$ cat config.mk
export PLATFORM = sky130hd
export DESIGN_NAME = sdcard_writeback
export DESIGN_NICKNAME = d
export VERILOG_FILES = /design/src/rtl/sdcard_writeback.sv
export SDC_FILE = /design/constraint.sdc
export NUM_CORES = 1
export LEC_CHECK = 0
export BUFFER_PORTS_ARGS = -buffer_cell sky130_fd_sc_hd__buf_2
export CORE_AREA = 3 3 212 162
export CTS_BUF_LIST = sky130_fd_sc_hd__clkbuf_8
export CTS_CLUSTER_SIZE = 12
export DETAILED_ROUTE_END_ITERATION = 10
export DIE_AREA = 0 0 215 165
export PLACE_DENSITY = 0.65
export SYNTH_ARGS = -nofsm -noshare
export SYNTH_HDL_FRONTEND = slang
export SYNTH_SLANG_ARGS = --single-unit
export TNS_END_PERCENT = 100
$ cat constraint.sdc
create_clock -name clk50 -period 3.1 [get_ports clk50]
set_input_delay 0.93 -clock clk50 [delete_from_list [all_inputs] [get_ports clk50]]
set_output_delay 0.93 -clock clk50 [all_outputs]
set_load 0.02 [all_outputs]
$ cat src/rtl/sdcard_writeback.sv
// Dumps NUM_WORDS 128-bit RAM words to the SD card as 512-byte blocks, byte 0 of each word first.
// Latency: sd_hndshk_o rises one cycle after sd_hndshk_i is sampled high; one RAM read per 16 bytes.
// Backpressure: stalls on ram_rdy, on sd_busy at block start/end, and on every controller byte handshake.
module sdcard_writeback #(
    parameter logic [21:0] NUM_WORDS   = 22'h99BDE,
    parameter logic [21:0] RAM_BASE    = 22'h3F0000,
    parameter logic [31:0] START_BLOCK = 32'h0,
    parameter logic        SDHC        = 1'b1
) (
    input  logic         clk50,
    input  logic         reset_n,
    input  logic         start,
    output logic         ram_re,
    output logic [21:0]  ram_address,
    input  logic [127:0] ram_data,
    input  logic         ram_rdy,
    output logic         sd_wr,
    output logic         sd_continue,
    output logic [31:0]  sd_block_addr,
    output logic [7:0]   sd_data,
    output logic         sd_hndshk_o,
    input  logic         sd_hndshk_i,
    input  logic         sd_busy,
    input  logic [15:0]  sd_error,
    output logic         busy,
    output logic         done,
    output logic         error
);

    typedef enum logic [3:0] {
        WAIT_INIT,
        IDLE,
        FETCH,
        BLK_START,
        BYTE_WAIT,
        BYTE_ACK,
        BLK_END,
        DONE,
        ERROR
    } state_t;

    state_t       state, state_nxt;
    logic [22:0]  word_idx, word_nxt;
    logic [8:0]   byte_cnt, byte_nxt;
    logic [31:0]  blk_idx, blk_nxt;
    logic [127:0] shreg, shreg_nxt;
    logic [7:0]   data_nxt;
    logic         hs_nxt;
    logic [31:0]  addr_nxt;

    logic         word_past;
    logic [31:0]  blk_num;
    logic [31:0]  blk_addr_fmt;

    // Words beyond the dump length are padding: no RAM access, zero data.
    assign word_past    = (word_idx >= {1'b0, NUM_WORDS});
    assign blk_num      = START_BLOCK + blk_idx;
    assign blk_addr_fmt = SDHC ? blk_num : {blk_num[22:0], 9'b0};

    assign ram_re      = (state == FETCH) && !word_past;
    assign ram_address = RAM_BASE + word_idx[21:0];
    assign sd_wr       = (state == BLK_START);
    assign sd_continue = 1'b0;
    assign busy        = (state == FETCH) || (state == BLK_START) || (state == BYTE_WAIT) ||
                         (state == BYTE_ACK) || (state == BLK_END);
    assign done        = (state == DONE);
    assign error       = (state == ERROR);

    // State and datapath registers; reset abandons any dump in flight.
    always_ff @(posedge clk50 or negedge reset_n) begin
        if (!reset_n) begin
            state         <= WAIT_INIT;
            word_idx      <= '0;
            byte_cnt      <= '0;
            blk_idx       <= '0;
            shreg         <= '0;
            sd_data       <= '0;
            sd_hndshk_o   <= 1'b0;
            sd_block_addr <= '0;
        end else begin
            state         <= state_nxt;
            word_idx      <= word_nxt;
            byte_cnt      <= byte_nxt;
            blk_idx       <= blk_nxt;
            shreg         <= shreg_nxt;
            sd_data       <= data_nxt;
            sd_hndshk_o   <= hs_nxt;
            sd_block_addr <= addr_nxt;
        end
    end

    // Next-state and datapath updates; sd_data only loads while sd_hndshk_o is low.
    always_comb begin
        state_nxt = state;
        word_nxt  = word_idx;
        byte_nxt  = byte_cnt;
        blk_nxt   = blk_idx;
        shreg_nxt = shreg;
        data_nxt  = sd_data;
        hs_nxt    = sd_hndshk_o;
        addr_nxt  = sd_block_addr;
        case (state)
            WAIT_INIT: begin
                if (!sd_busy) begin
                    state_nxt = (sd_error == 16'h0) ? IDLE : ERROR;
                end
            end
            IDLE, DONE: begin
                if (start) begin
                    state_nxt = FETCH;
                    word_nxt  = '0;
                    byte_nxt  = '0;
                    blk_nxt   = '0;
                end
            end
            FETCH: begin
                if (word_past || ram_rdy) begin
                    shreg_nxt = word_past ? 128'h0 : ram_data;
                    if (byte_cnt == 9'd0) begin
                        state_nxt = BLK_START;
                        addr_nxt  = blk_addr_fmt;
                    end else begin
                        state_nxt = BYTE_WAIT;
                    end
                end
            end
            BLK_START: begin
                if (sd_busy) begin
                    state_nxt = BYTE_WAIT;
                end
            end
            BYTE_WAIT: begin
                if (sd_hndshk_i) begin
                    data_nxt  = shreg[7:0];
                    hs_nxt    = 1'b1;
                    state_nxt = BYTE_ACK;
                end
            end
            BYTE_ACK: begin
                if (!sd_hndshk_i) begin
                    hs_nxt    = 1'b0;
                    byte_nxt  = byte_cnt + 9'd1;
                    shreg_nxt = shreg >> 8;
                    if (byte_cnt == 9'd511) begin
                        word_nxt  = word_idx + 23'd1;
                        state_nxt = BLK_END;
                    end else if (byte_cnt[3:0] == 4'hF) begin
                        word_nxt  = word_idx + 23'd1;
                        state_nxt = FETCH;
                    end else begin
                        state_nxt = BYTE_WAIT;
                    end
                end
            end
            BLK_END: begin
                if (!sd_busy) begin
                    if (sd_error != 16'h0) begin
                        state_nxt = ERROR;
                    end else begin
                        blk_nxt   = blk_idx + 32'd1;
                        state_nxt = word_past ? DONE : FETCH;
                    end
                end
            end
            ERROR: begin
                state_nxt = ERROR;
            end
            default: begin
                state_nxt = WAIT_INIT;
            end
        endcase
    end

endmodule
# == Word level (Yosys, flattened, before mapping) ==
# Cells that the tools add are included.
# totals
reg_bits,237
elab_cells,89
# classes
addsub,4
magnitude_cmp,1
n_eq_ne,19
muxes,33
reduce_logical,24
# ops
op,count
2-to-1 mux 128 bit,3
case mux 128 bit (2 select lines),1
2-to-1 mux 32 bit,3
2-to-1 mux 23 bit,4
case mux 32 bit (2 select lines),1
case mux 23 bit (2 select lines),1
2-to-1 mux 4 bit,9
"adder 32 x 1 -> 32 bit, second input constant",1
case mux 4 bit (8 select lines),1
"adder 23 x 1 -> 23 bit, second input constant",1
"greater-or-equal comparator 23 x 20 -> 1 bit, second input constant",1
"adder 22 bit, first input constant",1
2-to-1 mux 9 bit,2
case mux 9 bit (2 select lines),1
"equality test 4 x 3 -> 1 bit, second input constant",4
zero test 16 bit,1
nonzero test 16 bit,1
2-to-1 mux 3 bit,4
"!= test 2 bit, second input constant",6
AND reduction 3 bit,4
"adder 9 x 1 -> 9 bit, second input constant",1
"equality test 9 bit, second input constant",1
zero test 9 bit,1
"equality test 4 x 2 -> 1 bit, second input constant",2
15 further kinds,26

# == Depth between registers and ports, before layout ==
# depth
ltp_word,5
depth_mapped,12
mapped_depth_nobuf,10

# == Worst setup path before layout ==
# Ideal clock, no wire load.
# synth_timing
path_type,input -> register
start,input sd_error[9]
end,register blk_idx[31]
setup_ps,79
arrival_ps,2842
required_time_ps,3021
setup_slack_ps,178
cell_stages,8
n_path_buf,2
cell_sequence,nor4_1 -> and4_1 -> a21oi_1 -> buf_2 -> or4_4 -> buf_6 -> nor4_4 -> mux2i_1
# synth_via
elab_chain_cells,3
# synth_rtl
item,line_no,source
from (decl),24,"input logic [15:0] sd_error,"
nonzero test 16 bit,157,if (sd_error != 16'h0) begin
!= test 2 bit (no source line),-,
AND reduction 4 bit (no source line),-,
to (signal assigned),84,blk_idx <= blk_nxt;
to (decl),45,"logic [31:0] blk_idx, blk_nxt;"
# No other way between the ends.
# A chain may end at the register's enable or synchronous reset.

# == Worst setup path in the final report ==
# layout_timing
start,register word_idx[1]
end,output ram_re
# layout_via
elab_chain_cells,3
# layout_rtl
item,line_no,source
from (decl),43,"logic [22:0] word_idx, word_nxt;"
from (signal assigned),82,word_idx <= word_nxt;
greater-or-equal comparator 23 x 20 -> 1 bit,56,"assign word_past = (word_idx >= {1'b0, NUM_WORDS});"
zero test 1 bit,60,assign ram_re = (state == FETCH) && !word_past;
logical AND 1 bit,60,
to (decl),13,"output logic ram_re,"
# No other way between the ends.

==> results.ini <==
[worst_setup_path]
cp-end-kind=primary output
worstPathArrival_ns=2.06
r2r-end=blk_idx[29]$_DFFE_PN0P_
critPathSlowestCell=or4_4
critical_path.max_stage_delay_ns=0.46
worstPathMaxFanout=4
r2r_cells=6
critPathLaunchType=flop
criticalPathCategory=reg -> out
required_ns=2.17
rrSetupSlack_ns=0.41
crit_start=word_idx[1]$_DFFE_PN0P_
r2r_start=state[0]$_DFFE_PN0P_
crit_chain=a41oi_1 > or4_4 > a21oi_4 > or2_4 > nor2_2 > buf_6

[final_layout]
fill_cells=3184
seqCellArea_mm2=0.00594
fin_cells=1816
nets=1511
drive_gt1_frac=0.284
final_cell_area_mm2=0.0138
area_growth_pct=22.6
multiInputGateArea_mm2=0.00486

[drt]
drt-initial-drc-count=781
drc_errors=0
vias_per_cell=5.15
ant_nets=0
wl_per_cell_um=16.9
dr.pass1.iters=5
wl_um=30700
vias=9346

[cts]
cts_buffers=41
h-tree-depth=2
clk_latency_ns=0.54
clk_pin_slew_worst_paths_ns=0.06
cts_root_buf=clkbuf_8
cts_buffer_depth=3
clock_sinks=237
cts_tree=built
hold_buffers=0

[floorplan]
initial_core_util=0.349
std_cell_rows=57
die-area_mm2=0.0355
dieWidth_um=215
core-area_mm2=0.0323
die_y_um=165
ios=219

[global_routing]
grt_pass1_wl_um=48500
overflow=0
grtUsageTotal=0.168
grt_max_degree=104
grt_pass1_vias=8978
antenna_found_initial=0

[logic_synthesis]
synth_flop_cell=dfrtp_1
synth.ff_latch_count=237
yosys_warnings=0
synth_nets=1302
synth_edf_count=0
synthesis.area_mm2=0.0113
synthCells=1143
yosysSeqAreaShare=0.526
syn_avg_cell_area_um2=9.86
ys_types=62
async_reset_ff_frac=1.00

[power]
p_sw_frac=0.280
p_per_area_mw_per_mm2=585
total_power_uw=8090
p_comb_frac=0.137
p_sw_uw=2260
cellLeakagePower_uw=0.00686
p_int_uw=5830
irDropWorstVdd_uv=328
p_seq_frac=0.518
power_frac_clock=0.346

[sta]
finalSetupViolCount=0
tightest_slew_ns=0.618
whs_ns=0.291
drv_slew=0
slew_headroom=0.588
max_freq_mhz=335
final.period_utilization=0.964
rsz0062_at_grt=yes
final-hold-violation-count=0
fin_skew_ns=0.0195
fin_crit_ns=2.99

[placed_design]
placed_cell_area_mm2=0.0129
io_buffer_count=217
dp_hpwl_um=21400
routabilityCongestion=0.823
dpl.cell_count=1735

[job]
maxCapViolations=0

[hold_path]
holdCritPathClass=in -> async

[status]
status=complete, no violations

## power groups by stage
| stage | registers, uW | clock network, uW | logic [uW] |
|---|---|---|---|
| after global routing | 4270 | 3040 | 1300 |
| after detailed placement | 4250 | 0 | 1070 |
| after floorplan | 4130 | 0 | 671 |
| final | 4190 | 2800 | 1100 |
| after CTS | 4190 | 2900 | 1110 |
| after global placement | 4210 | 0 | 1020 |
## cell type report
cell class / instances / share of cell area
clock buffers: 45 / 0.0448
diodes: 2 / 0.000362
flip-flops and latches: 237 / 0.430
repair buffers: 269 / 0.119
clock inverters: 18 / 0.0112
multi-input cells: 789 / 0.351
well taps: 442 / 0.0400
inverters: 14 / 0.00380
## critical path, delay by kind of cell, from the launching register on
| kind | cells | cell delay, ns |
|---|---|---|
| buffers and inverters | 1 | 0.13 |
| and+or+nand+nor | 3 | 0.65 |
| DFF | 1 | 0.40 |
| AOI/OAI and AO/OA | 2 | 0.35 |
## registers in the layout, indices dropped and copies added, names as in the netlist
name	cells
shreg	128
blk_idx	32
sd_block_addr	32
word_idx	23
byte_cnt	9
sd_data	8
state	4
sd_hndshk_o	1
## layout by cell type, fill, tap and decap left out, drive strengths merged, types with 3 or more instances in the layout
cell    Yosys  layout
buf        47     269
dfrtp     237     237
nand2     179     179
o21ai     147     147
a22oi     120     120
nor2       50      50
clkbuf     56      45
mux2       43      43
inv        14      26
a21oi      25      25
nand3      22      22
xor2       20      20
nand4      17      17
or3        16      16
xnor2      16      16
nor3       15      15
or4        14      14
nor4       12      12
and3        9       9
ha          9       9
nand2b      8       8
o31ai       8       8
o211ai      5       5
and4        4       4
nor4b       3       3
a31oi       3       3
and2        3       3
mux2i       3       3
bufinv      0       3
nor3b       3       3
or2         3       3
o21a        3       3
o311ai      3       3
## synth_stat cells (4+ instances only)
cell        n  area share
xnor2_1    16       0.012
nand2b_1    8      0.0044
mux2_2     43       0.043
clkbuf_1   56       0.019
o21ai_0   144       0.064
o31ai_1     8      0.0053
and4_1      4      0.0031
or4_1      13      0.0087
o211ai_1    5      0.0033
inv_1      14      0.0047
nor4_1     10      0.0056
a21oi_1    25       0.011
buf_4      22       0.015
nor2_1     50       0.017
nand2_1   179       0.060
ha_1        9       0.010
buf_2      21      0.0093
xor2_1     20       0.016
a22oi_1   120       0.080
dfrtp_1   237        0.53
nand4_1    17      0.0094
or3_1      16      0.0089
and3_1      9      0.0050
nor3_1     15      0.0067
nand3_1    22      0.0098
## cells by family after synthesis
kind of cell / synth area share
other: 0.000333
AOI/OAI and AO/OA: 0.182
and+or+nand+nor: 0.157
DFF: 0.526
buffers and inverters: 0.0500
muxes: 0.0456
adders and majority gates: 0.00999
xor gates and xnor gates: 0.0280
## layer usage
layer | GRT usage | wire length [um] | up-vias
li1 | - | - | 4513
met2 | 0.248 | 13700 | 257
met4 | 0.0456 | 464 | 0
met3 | 0.0346 | 1660 | 43
met1 | 0.250 | 14800 | 4533
met5 | 0 | 0 | -
## repair_timing
action / CTS / global route
setup endpoints to repair: 1 / 2
buffers inserted: 13 / 3
gates resized for setup: 12 / 9
pin swaps: 4 / 5
## through the flow
step	setup WS, ns	setup TNS (ns)	util
final	0.110	0	0.428
after global routing	-0.00899	-0.00899	0.428
after CTS	0.00501	0	0.426
after detailed placement	-0.187	-2.48	0.398
after global placement	-0.0660	-0.558	0.398
after floorplan	0.178	0	-
## worst max path at each step
stage	depth (start not counted)	slack, ns	end
6_report	6	0.11	ram_re
5_1_grt	5	-0.009	ram_re
4_1_cts	7	0.005	ram_re
3_5_place_dp	8	-0.19	blk_idx[15]$_DFFE_PN0P_
3_3_place_gp	7	-0.07	blk_idx[29]$_DFFE_PN0P_
2_1_floorplan	8	0.18	blk_idx[31]$_DFFE_PN0P_
Note: power is estimated with default switching activity, not from simulation.
